`config.mk`:
```
export PLATFORM = sky130hd
export DESIGN_NAME = instruction_fetch_queue
export DESIGN_NICKNAME = d
export VERILOG_FILES = /design/src/rtl/instruction_fetch_queue.sv
export SDC_FILE = /design/constraint.sdc
export NUM_CORES = 1
export LEC_CHECK = 0
export CAP_MARGIN = 10
export CORE_ASPECT_RATIO = 0.7
export CORE_UTILIZATION = 45
export CTS_BUF_LIST = sky130_fd_sc_hd__clkbuf_16
export DETAILED_ROUTE_END_ITERATION = 7
export PLACE_DENSITY = 0.73
export REMOVE_ABC_BUFFERS = 1
export SYNTH_ARGS = -nofsm -noshare
export SYNTH_HDL_FRONTEND = slang
export SYNTH_SLANG_ARGS = --single-unit
```
`constraint.sdc`:
```
create_clock -name clock -period 12.12 [get_ports clock]
set_clock_uncertainty 0.2 [all_clocks]
set_input_delay 3.636 -clock clock [delete_from_list [all_inputs] [get_ports clock]]
set_output_delay 3.636 -clock clock [all_outputs]
set_load 0.01 [all_outputs]
```
`src/rtl/instruction_fetch_queue.sv`:
```
// Instruction fetch queue: issues one imem read at a time and buffers {pc, instruction}
// pairs for ID behind a valid/ready handshake. It also drives the PC stall and handles flush.
module instruction_fetch_queue #(
  parameter int DEPTH = 2
) (
  input  logic        clock,
  input  logic        reset,
  input  logic        chip_enable,
  input  logic [31:0] pc,
  input  logic        flush,
  output logic        stall_request,
  output logic        imem_request,
  output logic [31:0] imem_address,
  input  logic        imem_grant,
  input  logic        imem_response_valid,
  input  logic [31:0] imem_response_data,
  output logic        id_valid,
  input  logic        id_ready,
  output logic [31:0] id_pc,
  output logic [31:0] id_instruction
);

  localparam int AW = $clog2(DEPTH);
  localparam int CW = AW + 1;
  localparam logic [CW-1:0] DEPTH_C = CW'(DEPTH);

  if (DEPTH < 2 || (DEPTH & (DEPTH - 1)) != 0) begin : g_bad_depth
    $error("DEPTH must be a power of two >= 2");
  end

  typedef enum logic [1:0] {IDLE, WAIT, DROP} state_t;

  typedef struct packed {
    logic [31:0] pc;
    logic [31:0] instr;
  } entry_t;

  state_t          state, next_state;
  entry_t          fifo [DEPTH];
  logic [AW-1:0]   wr_ptr, rd_ptr;
  logic [CW-1:0]   count, count_nxt;
  logic [31:0]     pending_pc;
  logic            push, pop, take;

  assign imem_request  = (state == IDLE) && chip_enable && !flush && (count < DEPTH_C);
  assign imem_address  = {pc[31:2], 2'b00};
  assign take          = imem_request && imem_grant;
  // PC moves only when its fetch is accepted; never held across a redirect
  assign stall_request = chip_enable && !flush && !take;

  assign push = (state == WAIT) && imem_response_valid && !flush;
  assign pop  = id_valid && id_ready;

  assign id_pc          = fifo[rd_ptr].pc;
  assign id_instruction = fifo[rd_ptr].instr;

  always_comb begin
    next_state = state;
    case (state)
      IDLE:    if (take) next_state = WAIT;
      WAIT:    if (imem_response_valid) next_state = IDLE;
               else if (flush)          next_state = DROP;
      DROP:    if (imem_response_valid) next_state = IDLE;
      default: next_state = IDLE;
    endcase
  end

  always_comb begin
    count_nxt = count;
    case ({push, pop})
      2'b10:   count_nxt = count + 1'b1;
      2'b01:   count_nxt = count - 1'b1;
      default: count_nxt = count;
    endcase
  end

  always_ff @(posedge clock) begin
    if (!reset) begin
      state      <= IDLE;
      count      <= '0;
      wr_ptr     <= '0;
      rd_ptr     <= '0;
      pending_pc <= '0;
      id_valid   <= 1'b0;
      for (int i = 0; i < DEPTH; i++) fifo[i] <= '0;
    end else begin
      state <= next_state;
      if (take) pending_pc <= pc;
      if (flush) begin
        count    <= '0;
        wr_ptr   <= '0;
        rd_ptr   <= '0;
        id_valid <= 1'b0;
      end else begin
        if (push) begin
          assert (count != DEPTH_C);
          fifo[wr_ptr] <= '{pc: pending_pc, instr: imem_response_data};
          wr_ptr       <= wr_ptr + 1'b1;
        end
        if (pop) rd_ptr <= rd_ptr + 1'b1;
        count    <= count_nxt;
        id_valid <= (count_nxt != '0);
      end
    end
  end

endmodule

```
==> results.json <==
{
  "cp.depth": 5,
  "start_kind": "input pin",
  "chipWidth_microns": 156,
  "wl_microns": 14500,
  "synth_cell_type_count": 33,
  "hold_viol": 0,
  "vias_per_cell": 4.84,
  "p_leak_nw": 3.52,
  "setup_viol": 0,
  "wire_per_inst_microns": 15.9,
  "grt_remaining_overflow": 0,
  "critPathMaxStageDelay_ps": 650,
  "clk_latency_ps": 410,
  "synth-seq-cells": 168,
  "crit_chain": "clkdlybuf4s50_1 -> nor2_2 -> and4_4 -> nor3b_2 -> clkdlybuf4s50_1",
  "area_delta_synth_final_pct": 29.0,
  "clock_path_buffers": 2,
  "synth_warnings": 0,
  "hold_depth": 2,
  "seq_area_frac_synth_pct": 62.2,
  "grt_max_degree": 70,
  "slowest_stage": "and4_4",
  "synth.avg_cell_area_sq_um": 13.4,
  "synth.top_cell.area_share_pct": 51.5,
  "drc": 0,
  "critPathTopFamily": "buffers and inverters",
  "timing.fmax_ghz": 0.107,
  "final_core_util_pct": 60.8,
  "hold_path_end": "pending_pc[22]$_SDFFE_PN0P_",
  "reg2reg_slack_ps": 9280,
  "htree_levels": 4,
  "clockRootBuffer": "clkbuf_16",
  "postCtsHoldBufs": 0,
  "grt.total_usage_pct": 17.7,
  "grt_pass1_vias": 4567,
  "start_util_pct": 47.1,
  "fin_nets": 755,
  "io_buffers": 167,
  "worst_pin_slew_ps": 940,
  "crit_start": "flush",
  "setup_slack_ps": 2770,
  "r2r-end": "fifo[1][32]$_SDFFCE_PN0P_",
  "cts_made_buffers": 17,
  "antenna_cells": 0,
  "gp_congestion": 0.747,
  "maxSlewViolCount": 0,
  "worstHoldPathType": "flop to flop",
  "synth_top_area_cell": "edfxtp_1",
  "ios": 170,
  "synth_area_sq_um": 7460,
  "stdcell_count": 916,
  "cp.arrival_ps": 5520,
  "reg2reg_from": "state[0]$_SDFFE_PN0P_",
  "maxCapViolations": 0,
  "final.setup.tns_ps": 0,
  "clock-sinks": 168,
  "r2r_cells": 4,
  "layout-drive-gt1-share_pct": 15.2,
  "slew_headroom_pct": 37.3,
  "grt_pass1_wl_microns": 22800,
  "critPathBufInv": 2,
  "crit_type": "input pin to output pin",
  "placed_cells": 884,
  "finalCriticalPeriod_ps": 9350,
  "seq_area_sq_um": 4650,
  "cts_setup_buffers": 0,
  "fillers": 1216,
  "path_max_fanout": 34,
  "die_height_microns": 110,
  "worst_ep_required_time_ps": 8280,
  "netlist_instances": 557,
  "vdd_ir_drop_max_uv": 84.5,
  "crit_top_cell": "clkdlybuf4s50_1",
  "ant_nets": 0,
  "ys_top_cells_by_area": "edfxtp_1 (52%), and2_1 (11%), dfxtp_1 (11%)",
  "powerDensity_nw_per_um2": 136,
  "end_kind": "output pin",
  "die_area_sq_um": 17100,
  "cts_tree": "built",
  "multiInputGateArea_sq_um": 2380,
  "dr.pass1.iters": 4,
  "drt-initial-drc-count": 308,
  "core_area_sq_um": 15800,
  "core.rowCount": 38,
  "status": "complete, no violations",
  "cts.clk_slew.worst_paths_ps": 60,
  "worstHoldStart": "pending_pc[22]$_SDFFE_PN0P_",
  "hold_slack_ps": 261,
  "vias": 4433,
  "cts_resized": 0,
  "fin_crit_sh_pct": 77.2,
  "rsz0062_at_grt": "false",
  "antenna_found_initial": 0,
  "hpwl_microns": 8570,
  "place_ws_ps": 2740
}
-- stage by stage --
stage	power, mW	instance area, sq um
5_1_grt	1.35	9630
2_1_floorplan	0.686	7000
4_1_cts	1.32	9630
3_3_place_gp	0.751	9000
6_report	1.31	9630
3_5_place_dp	0.753	9000
-- routing by layer --
layer | vias to the layer above | wire length (microns) | global-route usage [%]
met4 | 0 | 101 | 5.32
met5 | - | 0 | 0
met3 | 10 | 1050 | 4.38
li1 | 2140 | - | -
met1 | 2120 | 6760 | 23.6
met2 | 163 | 6610 | 28.9
-- synth_stat cells, drive strengths merged --
cell type / count
clkbuf: 13
or3: 2
mux2: 65
o21a: 1
xnor2: 3
dfxtp: 40
mux2i: 32
edfxtp: 128
and2: 129
xor2: 1
a211oi: 1
a21oi: 2
o21ai: 3
nor4b: 2
nor3b: 3
and3: 1
conb: 1
nor4: 1
and4: 1
ha: 1
nand3: 1
nand2b: 2
nor2: 6
nand2: 66
buf: 52
-- layout make-up --
type	instances	share of cell area, %
clock buffer	18	4.68
clock inverter	14	1.86
tap	220	2.86
timing repair buffer	171	17.6
multi-input combinational	325	24.7
sequential	168	48.3
-- cells in the final DEF, fill, tap and decap left out, types with 2 or more instances in the layout --
cell type        count
nor3b_1              2
dfxtp_1             39
xnor2_1              3
and2_1             129
mux2_2              65
nand2_1             65
or3_1                2
a21oi_1              2
inv_1                2
mux2i_1             32
clkinv_1             3
o21ai_0              2
edfxtp_1           128
conb_1               2
buf_4                4
inv_6                3
bufinv_16            4
nor2_1               5
clkbuf_16           18
clkdlybuf4s50_1    166
-- worst max path at each step --
stage	endpoint	slack (ps)
6_report	stall_request	2770
5_1_grt	stall_request	2650
4_1_cts	stall_request	2740
3_5_place_dp	stall_request	2740
3_3_place_gp	stall_request	2770
2_1_floorplan	fifo[0][0]$_SDFFCE_PN0P_	2990
-- flip-flops by register name, indices dropped and copies added (netlist names), named ones only --
name / cells
count: 2
fifo: 128
id_valid: 1
pending_pc: 32
rd_ptr: 1
state: 2
wr_ptr: 1
-- worst min-delay path, cell delays in order (launching register included) --
cell and delay [ps]:
dfxtp_1 310, nand2_1 50, mux2i_1 50
-- report_power, final --
group / switching [mW] / internal, mW / leakage, nW
clock: 0.217 / 0.356 / 0.315
combinational: 0.0424 / 0.0548 / 1.56
sequential: 0.00632 / 0.637 / 1.65
-- logic make-up after synthesis --
family	share of synthesized area (%)
AND/OR/NAND/NOR	16.2
flip-flops	62.2
multiplexers	14.1
buffers and inverters	6.22
AO/OA/AOI/OAI	0.536
XOR/XNOR	0.469
adder cells (fa/ha/maj)	0.168
other	0.0502
(Power assumes the default switching activity.)
